## config.mk

```make
export PLATFORM = sky130hd
export DESIGN_NAME = ifetch_queue_flat
export DESIGN_NICKNAME = d
export VERILOG_FILES = /design/src/rtl/ifetch_queue_if.sv /design/src/rtl/ifetch_queue.sv /design/src/flat_wrapper.sv
export SDC_FILE = /design/constraint.sdc
export NUM_CORES = 2
export LEC_CHECK = 0
export ABC_AREA = 1
export CAP_MARGIN = 5
export CORE_MARGIN = 8
export CORE_UTILIZATION = 35
export CTS_CLUSTER_SIZE = 24
export DETAILED_ROUTE_END_ITERATION = 6
export GPL_ROUTABILITY_DRIVEN = 0
export PLACE_DENSITY = 0.56
export SLEW_MARGIN = 20
export SYNTH_ARGS = -nofsm -noshare
export SYNTH_HDL_FRONTEND = slang
export SYNTH_SLANG_ARGS = --single-unit
```

## constraint.sdc

```tcl
create_clock -name clk -period 6.7 [get_ports clk]
set_input_delay 1.34 -clock clk [delete_from_list [all_inputs] [get_ports clk]]
set_output_delay 1.34 -clock clk [all_outputs]
set_load 0.005 [all_outputs]
```

## src/rtl/ifetch_queue_if.sv

```systemverilog
// Fetch-unit bus bundle: memory request/response, redirect, stall and the
// decode-side output port. The fetch unit uses the slave view and its
// environment uses the master view.
interface ifetch_queue_if #(
    parameter int ADDR_W = 32,
    parameter int DEPTH  = 16
);
    localparam int CNT_W = $clog2(DEPTH) + 1;

    logic              stall;
    logic              mem_req;
    logic [ADDR_W-1:0] mem_addr;
    logic              mem_valid;
    logic [31:0]       mem_data;
    logic              redirect_valid;
    logic [ADDR_W-1:0] redirect_pc;
    logic              out_valid;
    logic              deq_ready;
    logic [31:0]       out_inst;
    logic [ADDR_W-1:0] out_pc;
    logic              out_is_c;
    logic [ADDR_W-1:0] out_pred_pc;
    logic [CNT_W-1:0]  count;

    modport slave (
        input  stall, mem_valid, mem_data, redirect_valid, redirect_pc, deq_ready,
        output mem_req, mem_addr, out_valid, out_inst, out_pc, out_is_c, out_pred_pc, count
    );

    modport master (
        output stall, mem_valid, mem_data, redirect_valid, redirect_pc, deq_ready,
        input  mem_req, mem_addr, out_valid, out_inst, out_pc, out_is_c, out_pred_pc, count
    );
endinterface

```

## src/rtl/ifetch_queue.sv

```systemverilog
// RV32IC instruction fetch unit: one outstanding memory fetch, predecode of
// each returned word (length, direct jump targets, backward-taken branches),
// and a circular queue of fetched instructions feeding decode.
//
// state  | meaning
// -------+-------------------------------------------------------------
// S_IDLE | no request outstanding; issue at fetch_pc when allowed
// S_WAIT | request outstanding; drop=1 means its response is discarded
// S_HALT | indirect jump fetched; wait for the back end to redirect
module ifetch_queue #(
    parameter int                DEPTH       = 16,
    parameter int                ADDR_W      = 32,
    parameter logic [ADDR_W-1:0] RESET_PC    = '0,
    parameter bit                PREDICT_BWD = 1'b1
) (
    input  logic          clk,
    input  logic          rst_n,
    ifetch_queue_if.slave bus
);
    localparam int               PTR_W = $clog2(DEPTH);
    localparam int               CNT_W = PTR_W + 1;
    localparam logic [CNT_W-1:0] FULL  = CNT_W'(DEPTH);

    typedef enum logic [1:0] {S_IDLE, S_WAIT, S_HALT} state_t;

    state_t            state;
    logic [ADDR_W-1:0] fetch_pc;
    logic [ADDR_W-1:0] mem_addr_q;
    logic              mem_req_q;
    logic              drop;
    logic [PTR_W-1:0]  head;
    logic [PTR_W-1:0]  tail;
    logic [CNT_W-1:0]  count_q;

    logic [31:0]       q_inst [DEPTH];
    logic [ADDR_W-1:0] q_pc   [DEPTH];
    logic [ADDR_W-1:0] q_pred [DEPTH];
    logic              q_is_c [DEPTH];

    // Predecode of the returned word; mem_addr_q still holds its PC.
    logic [31:0]       d;
    logic [15:0]       c;
    logic [20:0]       j_imm;
    logic [12:0]       b_imm;
    logic [11:0]       cj_imm;
    logic [8:0]        cb_imm;
    logic              pd_is_c;
    logic              pd_indirect;
    logic [ADDR_W-1:0] pd_seq;
    logic [ADDR_W-1:0] pd_next;
    logic [31:0]       pd_inst;

    assign d      = bus.mem_data;
    assign c      = d[15:0];
    assign j_imm  = {d[31], d[19:12], d[20], d[30:21], 1'b0};
    assign b_imm  = {d[31], d[7], d[30:25], d[11:8], 1'b0};
    assign cj_imm = {c[12], c[8], c[10:9], c[6], c[7], c[2], c[11], c[5:3], 1'b0};
    assign cb_imm = {c[12], c[6:5], c[2], c[11:10], c[4:3], 1'b0};

    // Length, next-PC prediction and indirect detection for the response word.
    always_comb begin
        pd_is_c     = (d[1:0] != 2'b11);
        pd_seq      = mem_addr_q + (pd_is_c ? ADDR_W'(2) : ADDR_W'(4));
        pd_next     = pd_seq;
        pd_indirect = 1'b0;
        pd_inst     = pd_is_c ? {16'h0000, c} : d;
        if (!pd_is_c) begin
            case (d[6:0])
                7'h6F: pd_next = mem_addr_q + {{(ADDR_W-21){j_imm[20]}}, j_imm};
                7'h63: if (PREDICT_BWD && d[31])
                           pd_next = mem_addr_q + {{(ADDR_W-13){b_imm[12]}}, b_imm};
                7'h67: pd_indirect = 1'b1;
                default: ;
            endcase
        end else begin
            case ({c[15:13], c[1:0]})
                5'b101_01,
                5'b001_01: pd_next = mem_addr_q + {{(ADDR_W-12){cj_imm[11]}}, cj_imm};
                5'b110_01,
                5'b111_01: if (PREDICT_BWD && c[12])
                               pd_next = mem_addr_q + {{(ADDR_W-9){cb_imm[8]}}, cb_imm};
                5'b100_10: if (c[6:2] == 5'd0 && c[11:7] != 5'd0) pd_indirect = 1'b1;
                default: ;
            endcase
        end
    end

    logic             enq;
    logic             deq;
    logic [CNT_W-1:0] count_next;

    // Redirect suppresses both queue operations in its cycle.
    assign deq        = (count_q != '0) && bus.deq_ready && !bus.redirect_valid;
    assign enq        = (state == S_WAIT) && bus.mem_valid && !drop && !bus.redirect_valid;
    assign count_next = count_q + CNT_W'(enq) - CNT_W'(deq);

    // Fetch FSM; a non-indirect response chains straight into the next request.
    always_ff @(posedge clk or negedge rst_n) begin
        if (!rst_n) begin
            state      <= S_IDLE;
            fetch_pc   <= RESET_PC;
            mem_req_q  <= 1'b0;
            mem_addr_q <= RESET_PC;
            drop       <= 1'b0;
        end else begin
            mem_req_q <= 1'b0;
            if (bus.redirect_valid) begin
                fetch_pc <= bus.redirect_pc;
                // A response arriving with the redirect is simply discarded.
                if (state == S_WAIT && !bus.mem_valid) begin
                    drop  <= 1'b1;
                    state <= S_WAIT;
                end else begin
                    drop  <= 1'b0;
                    state <= S_IDLE;
                end
            end else begin
                case (state)
                    S_IDLE: begin
                        if (!bus.stall && count_q < FULL) begin
                            mem_req_q  <= 1'b1;
                            mem_addr_q <= fetch_pc;
                            state      <= S_WAIT;
                        end
                    end
                    S_WAIT: begin
                        if (bus.mem_valid) begin
                            if (drop) begin
                                drop  <= 1'b0;
                                state <= S_IDLE;
                            end else if (pd_indirect) begin
                                fetch_pc <= pd_next;
                                state    <= S_HALT;
                            end else begin
                                fetch_pc <= pd_next;
                                if (!bus.stall && count_next < FULL) begin
                                    mem_req_q  <= 1'b1;
                                    mem_addr_q <= pd_next;
                                    state      <= S_WAIT;
                                end else begin
                                    state <= S_IDLE;
                                end
                            end
                        end
                    end
                    S_HALT: ;
                    default: state <= S_IDLE;
                endcase
            end
        end
    end

    // Queue pointers and occupancy.
    always_ff @(posedge clk or negedge rst_n) begin
        if (!rst_n) begin
            head    <= '0;
            tail    <= '0;
            count_q <= '0;
        end else if (bus.redirect_valid) begin
            head    <= '0;
            tail    <= '0;
            count_q <= '0;
        end else begin
            if (enq) tail <= tail + PTR_W'(1);
            if (deq) head <= head + PTR_W'(1);
            count_q <= count_next;
        end
    end

    // Queue storage; contents are only meaningful below count.
    always_ff @(posedge clk) begin
        if (enq) begin
            q_inst[tail] <= pd_inst;
            q_pc[tail]   <= mem_addr_q;
            q_pred[tail] <= pd_next;
            q_is_c[tail] <= pd_is_c;
        end
    end

    a_no_overflow: assert property (@(posedge clk) disable iff (!rst_n) !(enq && count_q == FULL));

    assign bus.mem_req     = mem_req_q;
    assign bus.mem_addr    = mem_addr_q;
    assign bus.out_valid   = (count_q != '0);
    assign bus.out_inst    = q_inst[head];
    assign bus.out_pc      = q_pc[head];
    assign bus.out_is_c    = q_is_c[head];
    assign bus.out_pred_pc = q_pred[head];
    assign bus.count       = count_q;
endmodule

```

## src/flat_wrapper.sv

```systemverilog
// flat-port wrapper written by rule: the top's interface ports become plain ports
module ifetch_queue_flat 
#(
    parameter int                DEPTH       = 16,
    parameter int                ADDR_W      = 32,
    parameter logic [ADDR_W-1:0] RESET_PC    = '0,
    parameter bit                PREDICT_BWD = 1'b1
)
  (clk, rst_n, bus_stall, bus_mem_valid, bus_mem_data, bus_redirect_valid, bus_redirect_pc, bus_deq_ready, bus_mem_req, bus_mem_addr, bus_out_valid, bus_out_inst, bus_out_pc, bus_out_is_c, bus_out_pred_pc, bus_count);
  ifetch_queue_if #(.ADDR_W(ADDR_W), .DEPTH(DEPTH)) bus_i ();
  input  logic clk;
  input  logic rst_n;
  input wire logic [$bits(bus_i.stall)-1:0] bus_stall;
  input wire logic [$bits(bus_i.mem_valid)-1:0] bus_mem_valid;
  input wire logic [$bits(bus_i.mem_data)-1:0] bus_mem_data;
  input wire logic [$bits(bus_i.redirect_valid)-1:0] bus_redirect_valid;
  input wire logic [$bits(bus_i.redirect_pc)-1:0] bus_redirect_pc;
  input wire logic [$bits(bus_i.deq_ready)-1:0] bus_deq_ready;
  output wire logic [$bits(bus_i.mem_req)-1:0] bus_mem_req;
  output wire logic [$bits(bus_i.mem_addr)-1:0] bus_mem_addr;
  output wire logic [$bits(bus_i.out_valid)-1:0] bus_out_valid;
  output wire logic [$bits(bus_i.out_inst)-1:0] bus_out_inst;
  output wire logic [$bits(bus_i.out_pc)-1:0] bus_out_pc;
  output wire logic [$bits(bus_i.out_is_c)-1:0] bus_out_is_c;
  output wire logic [$bits(bus_i.out_pred_pc)-1:0] bus_out_pred_pc;
  output wire logic [$bits(bus_i.count)-1:0] bus_count;
  assign bus_i.stall = bus_stall;
  assign bus_i.mem_valid = bus_mem_valid;
  assign bus_i.mem_data = bus_mem_data;
  assign bus_i.redirect_valid = bus_redirect_valid;
  assign bus_i.redirect_pc = bus_redirect_pc;
  assign bus_i.deq_ready = bus_deq_ready;
  assign bus_mem_req = bus_i.mem_req;
  assign bus_mem_addr = bus_i.mem_addr;
  assign bus_out_valid = bus_i.out_valid;
  assign bus_out_inst = bus_i.out_inst;
  assign bus_out_pc = bus_i.out_pc;
  assign bus_out_is_c = bus_i.out_is_c;
  assign bus_out_pred_pc = bus_i.out_pred_pc;
  assign bus_count = bus_i.count;
  ifetch_queue #(.DEPTH(DEPTH), .ADDR_W(ADDR_W), .RESET_PC(RESET_PC), .PREDICT_BWD(PREDICT_BWD)) u_core (.clk(clk), .rst_n(rst_n), .bus(bus_i));
endmodule
```

# Word level (Yosys, flattened, before mapping)
# Memory sizes are Yosys's and may differ from the RTL's.
# Index checks and enable logic that the tools add are counted.
# totals
register_bits,81
mem_bits_rw,1552
inputBits,70
output_inout_bits,136
word_cells,119
n_memories,4
# mem_list
memory,words,width,read_ports,rd_clocked_by_memory_dff,write_ports,line,source
u_core.q_inst,16,32,1,0,1,ifetch_queue.sv:35,logic [31:0] q_inst [DEPTH];
u_core.q_pc,16,32,1,0,1,ifetch_queue.sv:36,logic [ADDR_W-1:0] q_pc [DEPTH];
u_core.q_pred,16,32,1,0,1,ifetch_queue.sv:37,logic [ADDR_W-1:0] q_pred [DEPTH];
u_core.q_is_c,16,1,1,0,1,ifetch_queue.sv:38,logic q_is_c [DEPTH];
# op_classes
addsub,9
n_lt_le_gt_ge,2
eq_ne,20
n_mux,47
bitwise,1
reduce_logical,28
# op_table
cell,count
$mux 32,13
$pmux 32 s2,3
$add 32x32->32,5
$eq 7x7->1 const B,3
$eq 5x5->1 const B,4
$mux 1,18
$mux 4,4
$ne 2x2->1 const B,7
$lt 5x5->1 const B,2
$mux 2,5
$reduce_bool 2->1,5
$reduce_bool 5->1,2
$logic_and 1x1->1,9
$add 4x1->4 const B,2
$reduce_and 7->1,1
$pmux 2 s3,1
$reduce_and 3->1,2
$add 5x1->5,1
$eq 5x3->1 const B,1
$logic_not 5->1,1
$mux 5,1
$sub 5x1->5,1
$logic_not 1->1,4
$reduce_or 2->1,2
other kinds (10),10

# Depth between registers and ports, before layout
# logic_depth
word_depth,14
ltp_mapped,23
ltp_nobuf,22

# Worst setup path after synthesis
# OpenSTA, ideal clock, no wires.
# synth_path
path_kind,input to register
from,input bus_mem_valid
to,memory u_core.q_inst[11][0] (enable)
setup_time_ns,0.551
t_arrival_ns,5.971
required_time_ns,6.149
setup_slack_ns,0.178
cell_stages,8
path_buffers,0
cell_sequence,inv_1 -> nor2_1 -> inv_1 -> nor2_2 -> inv_2 -> nor2_1 -> nand2_1 -> nor2_1
# synth_between
elab_chain_len,5
# synth_lines
item,line,source
start: declaration,flat_wrapper.sv:14,input wire logic [$bits(bus_i.mem_valid)-1:0] bus_mem_valid;
$logic_and 1x1->1 (3 in a row),ifetch_queue.sv:94,assign enq = (state == S_WAIT) && bus.mem_valid && !drop && !bus.redirect_valid;
$mux 1,ifetch_queue.sv:172,if (enq) begin
$mux 1 (not written as such),ifetch_queue.sv:173,q_inst[tail] <= pd_inst;
end: declaration,ifetch_queue.sv:35,
# Every way passes these cells.

# Final worst setup path
# layout_path
from,register u_core.head[0]
to,output bus_out_pred_pc[2]
# layout_between
elab_chain_len,1
# layout_lines
item,line,source
start: declaration,ifetch_queue.sv:31,logic [PTR_W-1:0] head;
start signal: assignment,ifetch_queue.sv:165,if (deq) head <= head + PTR_W'(1);
$mem_v2 16x32,n/a,
end: declaration,flat_wrapper.sv:25,output wire logic [$bits(bus_i.out_pred_pc)-1:0] bus_out_pred_pc;
# Every way passes these cells.

==> impl_metrics.ini <==
[logic_synthesis]
syn_inst = 6346
synth-edff-count = 1536
synth-seq-cells = 1617
synth.top_cell.area_share_pct = 63.22
synthDistinctLibCells = 56
ys_seq_area_share_pct = 66.00
synthArstFlopShare_pct = 5.009
synth.avg_cell_area_um2 = 11.50
syn_area_um2 = 72960
ys_warn_count = 0
synth_compound_area_share_pct = 10.70
synth-simple-area-share_pct = 13.21
synth_xor_area_share_pct = 0.2281
synth_ff_type = edfxtp_1
yosys-top-cells-area = edfxtp_1 (63%), nand2_1 (5.2%), nor2_1 (4.2%)
synth_top_family_by_area = simple AND/OR/NAND/NOR gates
yosysTopAreaCell = edfxtp_1
synthMuxAreaShare_pct = 4.034
synthAdderAreaFrac_pct = 1.646
synth_fp_nets = 6509

[die]
fp.coreArea_um2 = 207100
die_w_um = 472.6
die_h_um = 472.6
ios = 206
initial_core_util_pct = 35.23
row_count = 167
die-area_um2 = 223300

[drt]
drc = 3
viasPerCell = 5.518
first_iter_violations = 5697
ant_nets = 0
vias = 52179
wl_per_cell_um = 25.78
dr.pass1.iters = 7
drt-total-wl_mm = 243.8

[worst_setup_path]
path_buf_inv = 3
critPathArrivalTime_ns = 4.24
reg2reg_setup_slack_ns = 2.33
crit_chain = buf_12, buf_4, nor2_1, o32ai_1, o211ai_1, nand2_1, clkdlybuf4s50_1
cp_data_required_time_ns = 5.36
slowest_delay_ns = 0.80
cp_top_family = buffers and inverters
cp_num_cells = 7
critPathKind = reg -> out
crit_fanout = 67
timing.rr.start = u_core.state[1]
start_kind = flip-flop
reg2regPathDepth = 23
end_kind = output pin
cp_slowest_cell = dfrtp_4
crit_end = bus_out_pred_pc[2]
reg2reg_to = u_core.bus.mem_addr[4]
crit_start = u_core.head[0]

[timing]
fin_crit_sh_pct = 83.29
rsz0062_at_grt = no
slew_headroom_pct = 23.29
worst_pin_slew_ns = 1.148
hold_ws_ns = 0.4228
fin_crit_ns = 5.580
slew_viol_final = 0
fmax_mhz = 179.2
worst_clock_skew_ns = 0.04056
fin_tns_setup_ns = 0
hold_viol = 0
setup_viol = 0

[clocking]
cts_sinks = 1617
cts.clk_slew.worst_paths_ns = 0.06
cts_made_buffers = 165
cts.path.max_buffers = 3
ctsResizeCount = 0
hold_buffers = 0
cts_tree = built
htreeDepth = 4
cts_root_buf = clkbuf_16
clkLatencyLatePin_ns = 0.83
post_cts_buffers = 0

[power_and_ir_drop]
peakVddDrop_uv = 308.1
power_density_nw_per_um2 = 378.6
leakage_nw = 29.35

[run_status]
status = finished with violations
violations = DRC

[placed_design]
io_buffers = 205
dp.cells = 9142
place_area_um2 = 78910
hpwl_mm = 152.0

[cells_and_area]
finish.utilization_pct = 40.65
syn_to_final_growth_pct = 15.37
fill_cells = 19437
layout.nets = 6684
ff_latch_area_um2 = 48170
drive_gt1_share_pct = 7.031
fin_cells = 9456
multiInputGateArea_um2 = 21900
postLayoutCellArea_um2 = 84170

[hold_path]
worst_hold_path_type = in -> async

[global_route]
gr-total-overflow = 0
grtUsageTotal_pct = 20.98
grt_max_degree = 165
grt_pass1_wl_mm = 350.4
grt_pass1_vias = 49973
antenna_found_initial = 21

[flow_run]
maxCapViolCount = 0
layout make-up:
type,count,share of cell area (%)
timing repair buffer,355,4.418
clock inverter,87,1.006
tap,2788,4.144
inverter,432,1.950
clock buffer,215,5.203
antenna,12,0.03568
sequential,1617,57.22
multi-input combinational,3950,26.02
synth_stat cells, drive strengths merged, types with 81 or more instances:
master	instances
mux2i	294
dfrtp	81
o221ai	297
a21oi	134
clkbuf	243
nand2	1023
inv	428
buf	104
edfxtp	1536
nor2	836
ha	88
nand3	353
o21ai	555
cell usage in the layout (no fill, tap or decap), types with 7 or more instances in the layout:
master,n
edfxtp_1,1536
nand2_1,1008
nor2_1,799
o21ai_0,518
inv_1,409
nand3_1,349
o221ai_1,297
mux2i_1,294
clkdlybuf4s50_1,201
clkbuf_16,167
a21oi_1,132
buf_4,107
ha_1,88
o211ai_1,80
dfrtp_1,77
o32ai_1,68
nor3_1,48
clkbuf_1,46
clkinv_1,44
buf_12,43
nand4_1,35
o21ai_1,35
a22oi_1,26
o22ai_1,25
nor2_4,20
clkinv_2,20
xor2_1,17
nor2_2,16
inv_2,15
nand3b_1,15
nand2_2,13
diode_2,12
o21bai_1,11
or2_2,10
bufinv_16,8
clkinv_16,7
stage by stage:
| step | total power [mW] | setup WS [ns] |
|---|---|---|
| 2_1_floorplan | 18.50 | 0.1777 |
| 3_3_place_gp | 22.91 | 1.444 |
| 3_5_place_dp | 22.99 | 1.439 |
| 4_1_cts | 31.92 | 1.088 |
| 5_1_grt | 33.25 | 0.8863 |
| 6_report | 31.87 | 1.120 |
worst register-to-register path, delay by kind of cell, from the launching register on:
| kind | cells | cell delay (ns) |
|---|---|---|
| buffers and inverters | 6 | 1.60 |
| flip-flops | 1 | 0.47 |
| adder cells (fa/ha/maj) | 2 | 0.48 |
| AO/OA/AOI/OAI | 3 | 0.32 |
| AND/OR/NAND/NOR | 11 | 1.23 |
| XOR/XNOR | 1 | 0.15 |
power breakdown:
group,internal [mW],switching (mW),total (mW)
clock network,4.97,3.98,8.94
logic,3.18,7.38,10.6
registers,12.1,0.279,12.4
total,20.2,11.6,31.9
per-layer routing:
layer,routed length (µm),track usage [%],vias up
li1,-,-,23436
met1,103500,28.18,26121
met2,112200,33.73,2109
met3,17150,3.687,509
met4,10880,8.702,4
met5,26,0,-
flip-flops by register name (all words and copies together), names as in the netlist:
name                 count
u_core.tail              4
u_core.q_is_c           16
u_core.q_inst          512
u_core.fetch_pc         32
u_core.drop              1
u_core.q_pred          502
u_core.head              4
u_core.state             2
u_core.bus.mem_req       1
u_core.bus.mem_addr     32
u_core.q_pc            506
u_core.bus.count         5
worst min-delay path by stage:
stage | startpoint | endpoint | slack, ns
after floorplan | u_core.fetch_pc[0] | u_core.bus.mem_addr[0] | 0.45
after global placement | u_core.fetch_pc[0] | u_core.bus.mem_addr[0] | 0.48
after detailed placement | u_core.fetch_pc[0] | u_core.bus.mem_addr[0] | 0.49
after CTS | rst_n | u_core.bus.count[1] | 0.38
after global routing | rst_n | u_core.bus.count[1] | 0.42
final | rst_n | u_core.bus.count[1] | 0.42
logic make-up (layout without fill, tap and decap cells):
kind of cell,Yosys count,after routing
fa+ha+maj,93,93
simple gates,2334,2334
xor+xnor,19,19
mux,294,294
other cells,0,12
buf+inv,779,1089
compound gates,1210,1210
flops,1617,1617
Power figures use the tool's default switching activity.
